**config.mk**
```make
export PLATFORM = sky130hd
export DESIGN_NAME = imem_loader
export DESIGN_NICKNAME = d
export VERILOG_FILES = /design/src/rtl/imem_pkg.sv /design/src/rtl/byte_packer.sv /design/src/rtl/imem_loader.sv
export SDC_FILE = /design/constraint.sdc
export NUM_CORES = 1
export LEC_CHECK = 0
export CORE_ASPECT_RATIO = 0.75
export CORE_MARGIN = 1
export CORE_UTILIZATION = 62
export DETAILED_ROUTE_END_ITERATION = 16
export DONT_BUFFER_PORTS = 1
export GPL_ROUTABILITY_DRIVEN = 1
export PLACE_DENSITY = 0.79
export SLEW_MARGIN = 25
export SYNTH_ARGS = -nofsm -noshare
export SYNTH_HDL_FRONTEND = slang
export SYNTH_HIERARCHICAL = 1
export SYNTH_SLANG_ARGS = --single-unit
```
**constraint.sdc**
```tcl
create_clock -name clk -period 2.1 [get_ports clk]
set_input_delay 0.105 -clock clk [delete_from_list [all_inputs] [get_ports clk]]
set_output_delay 0.105 -clock clk [all_outputs]
set_load 0.02 [all_outputs]
```
**src/rtl/imem_pkg.sv**
```systemverilog
// Shared constants and state encoding for the instruction-memory loader.
// The depth/width constants are also used by the instruction store itself.
package imem_pkg;

  localparam int IMEM_DEPTH  = 256;
  localparam int IMEM_ADDR_W = 8;
  localparam int INSTR_W     = 32;

  typedef enum logic [2:0] {
    IDLE   = 3'd0,
    LEN_HI = 3'd1,
    LEN_LO = 3'd2,
    DATA   = 3'd3,
    WRITE  = 3'd4,
    DONE   = 3'd5
  } state_t;

endpackage

```
**src/rtl/byte_packer.sv**
```systemverilog
// Packs bytes MSB-first into a 32-bit word. A 2-bit counter flags the 4th byte.
// Ports: clk, reset, shift_en, clear, byte_in[7:0] -> word_out[31:0], last_byte.
module byte_packer
  import imem_pkg::*;
(
  input  logic               clk,
  input  logic               reset,
  input  logic               shift_en,
  input  logic               clear,
  input  logic [7:0]         byte_in,
  output logic [INSTR_W-1:0] word_out,
  output logic               last_byte
);

  logic [INSTR_W-1:0] r_word;
  logic [1:0]         r_cnt;

  always_ff @(posedge clk) begin
    if (reset || clear) begin
      r_word <= '0;
      r_cnt  <= '0;
    end else if (shift_en) begin
      r_word <= {r_word[INSTR_W-9:0], byte_in};
      r_cnt  <= r_cnt + 2'd1;
    end
  end

  assign word_out  = r_word;
  assign last_byte = (r_cnt == 2'd3) && shift_en;

endmodule

```
**src/rtl/imem_loader.sv**
```systemverilog
// Loads a length-prefixed byte stream into the instruction store as 32-bit words.
// Ports: byte stream in (byte_valid/ready/data), write port out (wr_*), status.
module imem_loader
  import imem_pkg::*;
#(
  parameter int DEPTH  = IMEM_DEPTH,
  parameter int ADDR_W = IMEM_ADDR_W
) (
  input  logic               clk,
  input  logic               reset,
  input  logic               start,
  input  logic               byte_valid,
  input  logic [7:0]         byte_data,
  output logic               byte_ready,
  output logic               wr_en,
  output logic [ADDR_W-1:0]  wr_addr,
  output logic [INSTR_W-1:0] wr_data,
  output logic               busy,
  output logic               done,
  output logic               error,
  output logic [ADDR_W:0]    word_count
);

  localparam logic [16:0] LP_DEPTH = 17'(DEPTH);

  state_t r_state;
  state_t w_next;

  logic [15:0]     r_len;
  logic [ADDR_W-1:0] r_wr_addr;
  logic [ADDR_W:0] r_word_count;
  logic            r_error;

  logic            w_ready;
  logic            w_xfer;
  logic            w_shift;
  logic            w_clear;
  logic            w_last;
  logic [15:0]     w_len_full;
  logic            w_len_ovf;
  logic [ADDR_W:0] w_cnt_inc;
  logic            w_final;

  assign w_ready = (r_state == LEN_HI) ||
                   (r_state == LEN_LO) ||
                   (r_state == DATA);
  assign w_xfer  = byte_valid && w_ready;
  assign w_shift = w_xfer && (r_state == DATA);
  assign w_clear = start && (r_state == IDLE);

  // Length as it will be once the low byte in flight is captured.
  assign w_len_full = {r_len[15:8], byte_data};
  assign w_len_ovf  = {1'b0, w_len_full} > LP_DEPTH;
  assign w_cnt_inc  = r_word_count + 1'b1;
  assign w_final    = 17'(w_cnt_inc) == {1'b0, r_len};

  byte_packer u_packer (
    .clk       (clk),
    .reset     (reset),
    .shift_en  (w_shift),
    .clear     (w_clear),
    .byte_in   (byte_data),
    .word_out  (wr_data),
    .last_byte (w_last)
  );

  always_ff @(posedge clk) begin
    if (reset) begin
      r_state <= IDLE;
    end else begin
      r_state <= w_next;
    end
  end

  always_comb begin
    w_next = r_state;
    wr_en  = 1'b0;
    busy   = 1'b0;
    done   = 1'b0;
    unique case (r_state)
      IDLE: begin
        if (start) w_next = LEN_HI;
      end
      LEN_HI: begin
        busy = 1'b1;
        if (w_xfer) w_next = LEN_LO;
      end
      LEN_LO: begin
        busy = 1'b1;
        if (w_xfer) begin
          if (w_len_full == 16'd0) w_next = DONE;
          else if (w_len_ovf)      w_next = IDLE;
          else                     w_next = DATA;
        end
      end
      DATA: begin
        busy = 1'b1;
        if (w_last) w_next = WRITE;
      end
      WRITE: begin
        busy   = 1'b1;
        wr_en  = 1'b1;
        w_next = w_final ? DONE : DATA;
      end
      DONE: begin
        done   = 1'b1;
        w_next = IDLE;
      end
      default: w_next = IDLE;
    endcase
  end

  always_ff @(posedge clk) begin
    if (reset) begin
      r_len        <= '0;
      r_wr_addr    <= '0;
      r_word_count <= '0;
      r_error      <= 1'b0;
    end else begin
      if (w_clear) begin
        r_wr_addr    <= '0;
        r_word_count <= '0;
        r_error      <= 1'b0;
      end
      if (w_xfer && (r_state == LEN_HI)) begin
        r_len[15:8] <= byte_data;
      end
      if (w_xfer && (r_state == LEN_LO)) begin
        r_len[7:0] <= byte_data;
        if (w_len_ovf) r_error <= 1'b1;
      end
      // Address wraps to 0 only after the last word of a full-depth load.
      if (r_state == WRITE) begin
        r_wr_addr    <= r_wr_addr + 1'b1;
        r_word_count <= w_cnt_inc;
      end
    end
  end

  assign byte_ready = w_ready;
  assign wr_addr    = r_wr_addr;
  assign error      = r_error;
  assign word_count = r_word_count;

endmodule

```
== After elaboration in Yosys (flattened, before gate mapping) ==
Cells that the tools add are included.

* Input bits: 12
* Logic and storage cells: 55
* Bits in registers: 71
* Output and inout port bits: 54

* $lt $le $gt $ge: 1
* Reduce and logical (&&, ||, !) cells: 14
* Equality and inequality tests: 11
* Mux-type cells: 18
* Add/subtract/negate cells: 3

{| class="wikitable"
|+ Operator list
! cell !! count
|-
| two-way mux 3 bit || 6
|-
| two-way mux 9 bit || 2
|-
| equality test 9 x 16 -> 1 bit || 1
|-
| greater-than comparator 16 x 9 -> 1 bit (second input constant) || 1
|-
| logical NOT 16 bit || 1
|-
| two-way mux 8 bit || 2
|-
| case mux 3 bit (5 select lines) || 1
|-
| adder 9 x 1 -> 9 bit (second input constant) || 1
|-
| adder 8 x 1 -> 8 bit (second input constant) || 1
|-
| equality test 3 x 2 -> 1 bit (second input constant) || 2
|-
| equality test 3 bit (second input constant) || 2
|-
| logical AND 1 bit || 6
|-
| two-way mux 1 bit || 6
|-
| inequality test 2 bit (second input constant) || 3
|-
| AND reduction 4 bit || 1
|-
| OR reduction 4 bit || 1
|-
| equality test 3 x 1 -> 1 bit (second input constant) || 1
|-
| logical NOT 3 bit || 1
|-
| logical OR 1 bit || 3
|-
| adder 2 x 1 -> 2 bit (second input constant) || 1
|-
| equality test 2 bit (second input constant) || 1
|-
| two-way mux 2 bit || 1
|-
| inequality test 2 x 1 -> 1 bit (second input constant) || 1
|-
| nonzero test 2 bit || 1
|}

== Logic depth before layout (Yosys ltp) ==
* Depth after elaboration: 8
* Mapped depth: 10

== Cells and area by module ==
Netlist, hierarchy kept.

{| class="wikitable"
|+ By module, submodules not included
! module !! seq. area each (µm²) !! times used !! cells an instance !! area each (µm²)
|-
| imem_loader || 740.7 || 1 || 238 || 1949.4
|-
| byte_packer || 680.7 || 1 || 113 || 1276.2
|}

== Worst setup path before layout ==
No wires, ideal clock.

* Kind: reg2reg
* From: register r_state[1]
* To: register r_state[2]
* Path slack: 0.218 ns
* Clock period less this slack: 1.882 ns
* Stages on the path, launching flop included: 11
* Required time: 1.983 ns
* Arrival time: 1.765 ns
* Cells stage by stage: dfxtp_1 > clkbuf_1 > and3_1 > buf_6 > buf_6 > and2_1 > mux2_2 > nand2_1 > a21o_1 > a21oi_1 > a22o_1

* Word-level cells in the longest chain between the ends: 8

{| class="wikitable"
|+ Ends and longest elaborated chain
! what !! line !! text
|-
| start: declaration || imem_loader.sv:26 || <nowiki>state_t r_state;</nowiki>
|-
| start signal: assignment || imem_loader.sv:71 || <nowiki>r_state <= w_next;</nowiki>
|-
| equality test 3 x 1 -> 1 bit / equality test 3 x 2 -> 1 bit (equally long branches) || imem_loader.sv:44, imem_loader.sv:45 ||
|-
| logical OR 1 bit || imem_loader.sv:44 || <nowiki>assign w_ready = (r_state == LEN_HI) ||</nowiki>
|-
| logical OR 1 bit || imem_loader.sv:45 || <nowiki>(r_state == LEN_LO) ||</nowiki>
|-
| logical AND 1 bit || imem_loader.sv:47 || <nowiki>assign w_xfer = byte_valid && w_ready;</nowiki>
|-
| logical AND 1 bit (*) || imem_loader.sv:48 || <nowiki>assign w_shift = w_xfer && (r_state == DATA);</nowiki>
|-
| net w_shift || imem_loader.sv:36 || <nowiki>logic w_shift;</nowiki>
|-
| logical AND 1 bit (*) || byte_packer.sv:29 || <nowiki>assign last_byte = (r_cnt == 2'd3) && shift_en;</nowiki>
|-
| net w_last || imem_loader.sv:38 || <nowiki>logic w_last;</nowiki>
|-
| inequality test 2 x 1 -> 1 bit (no line) (*) || n/a ||
|-
| AND reduction 4 bit (no line) (*) || n/a ||
|}

The timed path passes the listed nets; every way through them passes the cells marked *.
A chain may end at the register's enable or synchronous reset.

== Worst setup path in the final report ==
* From: register r_len[12]
* To: register r_state[1]

* Word-level cells in the longest chain between the ends: 5

{| class="wikitable"
|+ Ends and longest elaborated chain
! what !! line !! text
|-
| start: declaration || imem_loader.sv:29 || <nowiki>logic [15:0] r_len;</nowiki>
|-
| start signal: assignment || imem_loader.sv:126 || <nowiki>r_len[15:8] <= byte_data;</nowiki>
|-
| greater-than comparator 16 x 9 -> 1 bit || imem_loader.sv:53 || <nowiki>assign w_len_ovf = {1'b0, w_len_full} > LP_DEPTH;</nowiki>
|-
| two-way mux 2 bit || imem_loader.sv:92 || <nowiki>else if (w_len_ovf) w_next = IDLE;</nowiki>
|-
| two-way mux 3 bit || imem_loader.sv:91 || <nowiki>if (w_len_full == 16'd0) w_next = DONE;</nowiki>
|-
| two-way mux 3 bit || imem_loader.sv:90 || <nowiki>if (w_xfer) begin</nowiki>
|-
| case mux 3 bit (5 select lines) (*) || imem_loader.sv:80 || <nowiki>unique case (r_state)</nowiki>
|}

Every way passes the cells marked *; elsewhere a longest branch is shown, timed or not. The select of a mux whose other input is x is not followed.

==> metrics.yaml <==
outcome: "completed"
totalWireLength_mm: 6.813
synth_ff_type: "dfxtp_1"
ys_seq_elements: 71
postLayoutCoreUtil_pct: 71.54
number_of_enable_flip_flop_cells_after_synthesis: 0
clk_pin_slew_ps: 80
drive_above_1_share_pct: 10.90
final.min_clock_period_ps: 1885
global_route.peak_usage_layer: "met2"
drc: 0
synthDistinctLibCells: 50
clock_sink_count: 71
finish.net_count: 377
drt-wirelength-per-cell_um: 15.96
worst_r2r_startpoint: "r_len[12]"
vdd.ir_drop.worst_mv: 0.6899
placement.cell_area_um2: 3254
timing.critical_path.arrival_ps: 2100
grt.met1_usage_pct: 34.56
slew_violations: 0
min_path_type: "in -> reg"
post_synth_main_area_contributors: "dfxtp_1 44%, mux2i_1 13%, nor2_1 7.6%"
worst_setup_path_start_kind: "flop"
cts_tree: "yes"
multi_input_area_um2: 1640
reg2regPathDepth: 5
clockRootBuffer: "clkbuf_8"
initial_core_util_pct: 65.10
crit_path_max_fanout: 5
slew_headroom_pct: 64.18
totalPowerFinal_mw: 2.630
fp.dieH_um: 64.47
route.vias.total: 2563
n_antenna_cell: 0
worst_clock_skew_ps: 6.288
synthesis.instances: 351
cp_data_required_time_ps: 2320
hold-path-cell-count: 2
achievable-frequency_mhz: 530.5
rsz0062_at_grt: "no"
syn2layout_area_growth_pct: 9.891
design_area_um2: 3545
hold_path_startpoint: "reset"
timing_worst_setup_path_type: "reg -> reg"
cap_violations: 0
ys.warnings.count: 6
power_leakage_nw: 1.268
synth_common_cells: "71 x dfxtp_1, 65 x nor2_1, 42 x mux2i_1"
gpl.final_weighted_congestion: 0.7944
floorplan.die.width_um: 85.29
async_reset_ff_share_pct: 0
met3_usage_pct: 11.72
number_of_global_route_vias_before_repair: 2384
rows: 22
synth.avg_cell_area_um2: 9.190
fin_setup_tns_ps: 0
final-seq-area_um2: 1421
grt_pass1_wl_mm: 11.29
setup.worst_path.start: "r_len[12]"
ant_nets: 0
drt_first_pass_iters: 4
yosys.cell_count.top_type: "dfxtp_1"
number_of_buffers_added_by_the_clock_tree_synthesis_step: 9
detail_route.iter0.violations: 142
min_period_over_period_pct: 89.77
synth_top_area_share_pct: 44.07
final_hold_viol_count: 0
crit_path_end_kind: "flop"
synth.net_count: 366
clock_tree.htree_level_count: 3
design.portCount: 66
total_global_route_track_usage_pct: 26.79
post-dp-hpwl_mm: 4.509
grtUsageMet2_pct: 40.63
numPortBuffers: 0
mappedNetlistArea_um2: 3226
max-clock-path-buffers: 2
worst-slew-pin-transition_ps: 535.4
grt_overflow: 0
cts_hold_buffers: 9
core-area_um2: 4955
pin_count_of_the_biggest_net_entering_global_routing: 39
powerDensity_nw_per_um2: 742.1
sequential_area_share_after_synthesis_pct: 44.07
cts_post_setup_buffers_inserted: 0
filler_cell_count: 368
synth_top_area_cell: "dfxtp_1"
drt-vias-per-instance: 6.002
floorplan.die_area_um2: 5498
cts_resized: 0
setup_violating_endpoint_count_in_the_final_report: 0
grt_antenna_before_repair: 0
clock_latency_ps: 340
==> layer usage <==
metal | share of wire (%) | vias up
met5 | 0 | -
met4 | 1.2 | 0
met3 | 9.6 | 10
met2 | 45 | 89
met1 | 45 | 1213
li1 | - | 1251
==> cells by family after synthesis <==
kind of cell / count (synthesis) / synth area share, %
AOI/OAI and AO/OA: 56 / 9.930
and+or+nand+nor: 140 / 22.30
xor gates and xnor gates: 11 / 2.987
adders and majority gates: 3 / 1.164
buffers and inverters: 24 / 5.120
DFF: 71 / 44.07
muxes: 46 / 14.43
==> area by class of cell <==
type,count,area share (%)
clock buffers,10,3.883
clock inverters,6,1.483
inverters,2,0.2118
multi-input cells,256,46.28
flip-flops and latches,71,40.10
well taps,60,2.118
repair buffers,22,5.930
==> placed cells by master (no fill, tap or decap), drive strengths merged, types with 4 or more instances in the layout <==
cell type | netlist | layout
a21oi | 30 | 30
and3 | 7 | 7
buf | 11 | 14
clkbuf | 11 | 10
dfxtp | 71 | 71
dlygate4sd3 | 0 | 8
inv | 2 | 5
mux2 | 4 | 4
mux2i | 42 | 42
nand2 | 22 | 22
nand3 | 6 | 6
nand3b | 8 | 8
nor2 | 66 | 66
o21ai | 12 | 12
or4 | 4 | 4
xnor2 | 6 | 6
xor2 | 5 | 5
==> critical path: stages, from the launching register on <==
cell and delay [ps]:
dfxtp_1 320, or4_4 540, nor4_4 270, nand4_2 130
nor4_2 350, o22ai_1 140
==> flip-flops by register name (all words and copies together), names as in the netlist <==
signal / count
word_count: 9
u_packer/word_out: 32
r_len: 16
r_state: 3
error: 1
u_packer/r_cnt: 2
wr_addr: 8
==> power by group <==
part           switching, mW  internal (mW)  total (mW)
Combinational          0.135         0.0925       0.228
Sequential            0.0200           1.36        1.38
Clock                  0.541          0.479        1.02
Total                  0.697           1.93        2.63
==> path summary, 6_finish.rpt <==
path / end / slack [ps]
worst max-delay path: r_state[1] / 210
worst min-delay path: r_state[2] / 30
worst max register to register: r_state[1] / 210
worst min register to register: r_len[0] / 480
==> per-stage QoR <==
| step | instances | hold slack [ps] | worst slack [ps] |
|---|---|---|---|
| after floorplan | 351 | 241.0 | 218.3 |
| after global placement | 402 | 179.8 | 331.2 |
| after detailed placement | 402 | 179.7 | 246.1 |
| after CTS | 427 | 14.25 | 228.7 |
| after global routing | 427 | 24.96 | 115.7 |
| final | 427 | 27.32 | 214.9 |
(Power assumes the default switching activity.)
